[config.mk]
export PLATFORM = sky130hd
export DESIGN_NAME = bin_bcd_seq
export DESIGN_NICKNAME = d
export VERILOG_FILES = /design/src/rtl/bin_bcd_seq.sv
export SDC_FILE = /design/constraint.sdc
export NUM_CORES = 1
export LEC_CHECK = 0
export ABC_AREA = 1
export CORE_MARGIN = 1
export CORE_UTILIZATION = 35
export CTS_CLUSTER_DIAMETER = 60
export CTS_CLUSTER_SIZE = 12
export DETAILED_ROUTE_END_ITERATION = 12
export GPL_ROUTABILITY_DRIVEN = 0
export PLACE_DENSITY_LB_ADDON = 0.3
export SYNTH_ARGS = -nofsm -noshare
export SYNTH_HDL_FRONTEND = slang
export SYNTH_SLANG_ARGS = --single-unit
[constraint.sdc]
create_clock -name clk -period 2.1 [get_ports clk]
set_input_delay 0.525 -clock clk [delete_from_list [all_inputs] [get_ports clk]]
set_output_delay 0.525 -clock clk [all_outputs]
set_load 0.02 [all_outputs]
[src/rtl/bin_bcd_seq.sv]
// Sequential binary-to-BCD converter using shift-add-3 (double dabble).
// Converts one operand bit per clock and can take signed or unsigned input.
module bin_bcd_seq #(
    parameter int W = 8,
    parameter int D = 4
) (
    input  logic               clk,
    input  logic               rst_n,
    input  logic               start,
    input  logic [W-1:0]       operand,
    input  logic               is_signed,
    output logic               busy,
    output logic               done,
    output logic [D-1:0][3:0]  bcd,
    output logic               neg,
    output logic               ovf
);

    localparam int CW = $clog2(W + 1);

    typedef enum logic {IDLE, SHIFT} state_t;

    state_t              state_q;
    logic [W-1:0]        mag_q;
    logic [D-1:0][3:0]   dig_q;
    logic [CW-1:0]       cnt_q;
    logic                sign_q;
    logic                nz_q;
    logic                sticky_q;
    logic                busy_q;
    logic                done_q;
    logic [D-1:0][3:0]   bcd_q;
    logic                neg_q;
    logic                ovf_q;

    logic [W:0]          mag_ext;
    logic [D-1:0][3:0]   adj;
    logic [4*D:0]        shifted;
    logic [D-1:0][3:0]   dig_d;
    logic                carry_out;

    // Magnitude is formed one bit wider so that -2^(W-1) negates cleanly.
    always_comb begin
        mag_ext = {1'b0, operand};
        if (is_signed && operand[W-1]) begin
            mag_ext = ~{operand[W-1], operand} + 1'b1;
        end
        for (int i = 0; i < D; i++) begin
            adj[i] = (dig_q[i] >= 4'd5) ? dig_q[i] + 4'd3 : dig_q[i];
        end
        shifted   = {adj, mag_q[W-1]};
        carry_out = shifted[4*D];
        dig_d     = shifted[4*D-1:0];
    end

    always_ff @(posedge clk or negedge rst_n) begin
        if (!rst_n) begin
            state_q  <= IDLE;
            mag_q    <= '0;
            dig_q    <= '0;
            cnt_q    <= '0;
            sign_q   <= 1'b0;
            nz_q     <= 1'b0;
            sticky_q <= 1'b0;
            busy_q   <= 1'b0;
            done_q   <= 1'b0;
            bcd_q    <= '0;
            neg_q    <= 1'b0;
            ovf_q    <= 1'b0;
        end else begin
            done_q <= 1'b0;
            case (state_q)
                IDLE: begin
                    if (start) begin
                        mag_q    <= mag_ext[W-1:0];
                        sign_q   <= is_signed & operand[W-1];
                        nz_q     <= |mag_ext;
                        dig_q    <= '0;
                        sticky_q <= 1'b0;
                        cnt_q    <= CW'(W);
                        busy_q   <= 1'b1;
                        state_q  <= SHIFT;
                    end
                end
                SHIFT: begin
                    dig_q    <= dig_d;
                    mag_q    <= {mag_q[W-2:0], 1'b0};
                    sticky_q <= sticky_q | carry_out;
                    cnt_q    <= cnt_q - CW'(1);
                    if (cnt_q == CW'(1)) begin
                        bcd_q   <= dig_d;
                        neg_q   <= sign_q & nz_q;
                        ovf_q   <= sticky_q | carry_out;
                        done_q  <= 1'b1;
                        busy_q  <= 1'b0;
                        state_q <= IDLE;
                    end
                end
                default: state_q <= IDLE;
            endcase
        end
    end

    assign busy = busy_q;
    assign done = done_q;
    assign bcd  = bcd_q;
    assign neg  = neg_q;
    assign ovf  = ovf_q;

endmodule
==> results_dict.tcl, run 1 <==
set metrics [dict create \
    leakagePower_nw 1.46 \
    ant_nets 0 \
    cp_num_cells 1 \
    synthCells 290 \
    setup_viol 0 \
    rows 30 \
    start_util 0.372 \
    areaGrowthSynthToFinish_pct 19.6 \
    grtUsageTotal 0.146 \
    outcome "finished clean" \
    min_period_ns 1.80 \
    hold_path.class "in2async" \
    cp_max_fo 2 \
    fill_cells 703 \
    finalCritPeriodShare 0.858 \
    placed_area_um2 3000 \
    final_max_slew_viol_count 0 \
    total_power_mw 4.64 \
    synth_cell_types 25 \
    critPathLaunchType "register" \
    cts_inserted_buffers 5 \
    crit_path_end_kind "primary output" \
    clock.fmax_mhz 555 \
    drt_first_pass_iters 4 \
    path_buf_inv 1 \
    synth-seq-area-share 0.504 \
    max_stage_delay_ns 0.61 \
    cts_tree "done" \
    met2_usage 0.259 \
    dp_cells 414 \
    r2r_cells 5 \
    final_hold_viol_count 0 \
    cts-resized-gates 0 \
    pre_cts_ws_ns 0.0680 \
    wl_mm 4.87 \
    fin_cells 422 \
    first_iter_violations 98 \
    vias 2011 \
    core-area_um2 6940 \
    critPathArrivalTime_ns 1.28 \
    fin_area_um2 3090 \
    post-route-util 0.444 \
    wl_per_cell_um 11.5 \
    finClkSkew_ns 0.00469 \
    drv_cap 0 \
    worstSetupPathType "reg2out" \
    clkTransAtPathRegs_ns 0.09 \
    die_width_um 87.9 \
    ys_ff_latch 52 \
    rsz0062_at_grt "false" \
    postCtsSetupBuffers 0 \
    die_area_um2 7720 \
    grt_most_used_layer "met2" \
    via_per_inst 4.77 \
    hold_ws_ns 0.189 \
    clockBufferDepth 2 \
    p_per_area_nw_per_um2 1500 \
    dp_hpwl_mm 3.44 \
    yosys_warnings 0 \
    slew_headroom 0.687 \
    layout_setup_ws_ns 0.299 \
    antennaDiodeCount 0 \
    drc_errors 0 \
    clock-root-buffer "clkbuf_8" \
    drive_gt1_frac 0.104 \
    grt_util_met3 0.0292 \
    syn-num-nets 314 \
    grt_pass1_wl_mm 8.84 \
    tightest_slew_ns 0.470 \
    path_delay_family "buffers and inverters" \
    slowest_stage "clkdlybuf4s50_1" \
    grt_pass1_vias 2017 \
    grt_max_degree 53 \
    cp_data_required_time_ns 1.57 \
    clock_latency_ns 0.30 \
    grt_antenna_before_repair 0 \
    pin_count 32 \
    irDropWorstVdd_v 0.000385 \
    cts_htree_levels 2 \
    holdBufCountCts 0 \
    crit_chain "clkdlybuf4s50_1" \
    synthesis.area_um2 2580 \
    finalSetupTns_ns 0 \
    port_buffers 31 \
    die_y_um 87.9 \
    cts.sinks 52 \
    overflow 0 \
    met1_usage 0.173 \
    nets 349 \
    synth.avg_cell_area_um2 8.90 \
]
layout make-up:
class	count	area, um2	share of cell area
flip-flops and latches	52	1300	0.422
multi-input cells	197	1100	0.355
repair buffers	35	348	0.113
inverters	34	130	0.0422
well taps	96	120	0.0389
clock buffers	8	90.1	0.0292
kinds of logic (layout without fill, tap and decap cells):
group,Yosys count,after routing,synth area share
and+or+nand+nor,111,111,0.181
AOI/OAI and AO/OA,67,67,0.162
DFF,52,52,0.504
buffers and inverters,41,77,0.0708
adders and majority gates,12,12,0.0582
xor gates and xnor gates,7,7,0.0238
power by group:
| part | switching, mW | total, mW | internal, mW |
|---|---|---|---|
| Sequential | 0.297 | 1.76 | 1.46 |
| Clock | 0.312 | 0.582 | 0.269 |
| Combinational | 1.36 | 2.30 | 0.944 |
synthesized netlist by cell type:
master,n,area share
nand2_1,77,0.11
dfrtp_1,52,0.50
inv_1,25,0.036
o22ai_1,17,0.041
o21ai_1,15,0.029
nand3_1,13,0.025
o21ai_0,13,0.025
ha_1,12,0.058
nor2_1,12,0.017
o21ai_2,12,0.041
inv_2,8,0.012
xor2_1,7,0.024
or2_1,4,0.0097
a21oi_1,3,0.0058
a22oi_1,3,0.0087
buf_2,3,0.0058
buf_6,3,0.013
o211ai_1,3,0.0087
nand4_1,2,0.0048
a31oi_1,1,0.0024
buf_1,1,0.0015
inv_4,1,0.0024
nand2_2,1,0.0024
nand3b_1,1,0.0029
nor3_4,1,0.0063
final timing paths:
path / endpoint / from / slack, ns
max in group asynchronous: dig_q[14]$_DFFE_PN0P_ / rst_n / 1.67
hold / removal: bcd[7]$_DFFE_PN0P_ / rst_n / 0.19
hold reg to reg: ovf$_DFFE_PN0P_ / ovf$_DFFE_PN0P_ / 0.48
setup / recovery: busy / busy$_DFFE_PN0P_ / 0.30
min in group clk: ovf$_DFFE_PN0P_ / ovf$_DFFE_PN0P_ / 0.48
setup reg to reg: bcd[5]$_DFFE_PN0P_ / state_q$_DFF_PN0_ / 0.54
state kept, by name, indices dropped and copies added, names as in the netlist:
name	flops
ovf	1
busy	1
mag_q	8
bcd	16
sticky_q	1
cnt_q	4
nz_q	1
neg	1
dig_q	16
sign_q	1
state_q	1
done	1
cell usage in the layout (no fill, tap or decap), types with 4 or more instances in the layout:
| master | n |
|---|---|
| clkbuf_8 | 6 |
| clkdlybuf4s50_1 | 30 |
| dfrtp_1 | 52 |
| ha_1 | 12 |
| inv_1 | 25 |
| inv_2 | 8 |
| nand2_1 | 77 |
| nand3_1 | 13 |
| nor2_1 | 12 |
| o21ai_0 | 13 |
| o21ai_1 | 15 |
| o21ai_2 | 12 |
| o22ai_1 | 17 |
| or2_1 | 4 |
| xor2_1 | 7 |
routing by layer:
layer  vias to the layer above  part of all wire
met1                       934              0.48
met4                         0             0.020
met2                        35              0.47
met3                         9             0.028
li1                       1033                 -
met5                         -                 0
(Power assumes the default switching activity.)
==> run 2: changes to the inputs <==
--- a/config.mk
+++ b/config.mk
@@ -16,3 +16,4 @@
 export SYNTH_ARGS = -nofsm -noshare
 export SYNTH_HDL_FRONTEND = slang
 export SYNTH_SLANG_ARGS = --single-unit
+export TNS_END_PERCENT = 20
==> results of run 2 <==
The final DEF is identical to that of run 1; final timing and power are the same.
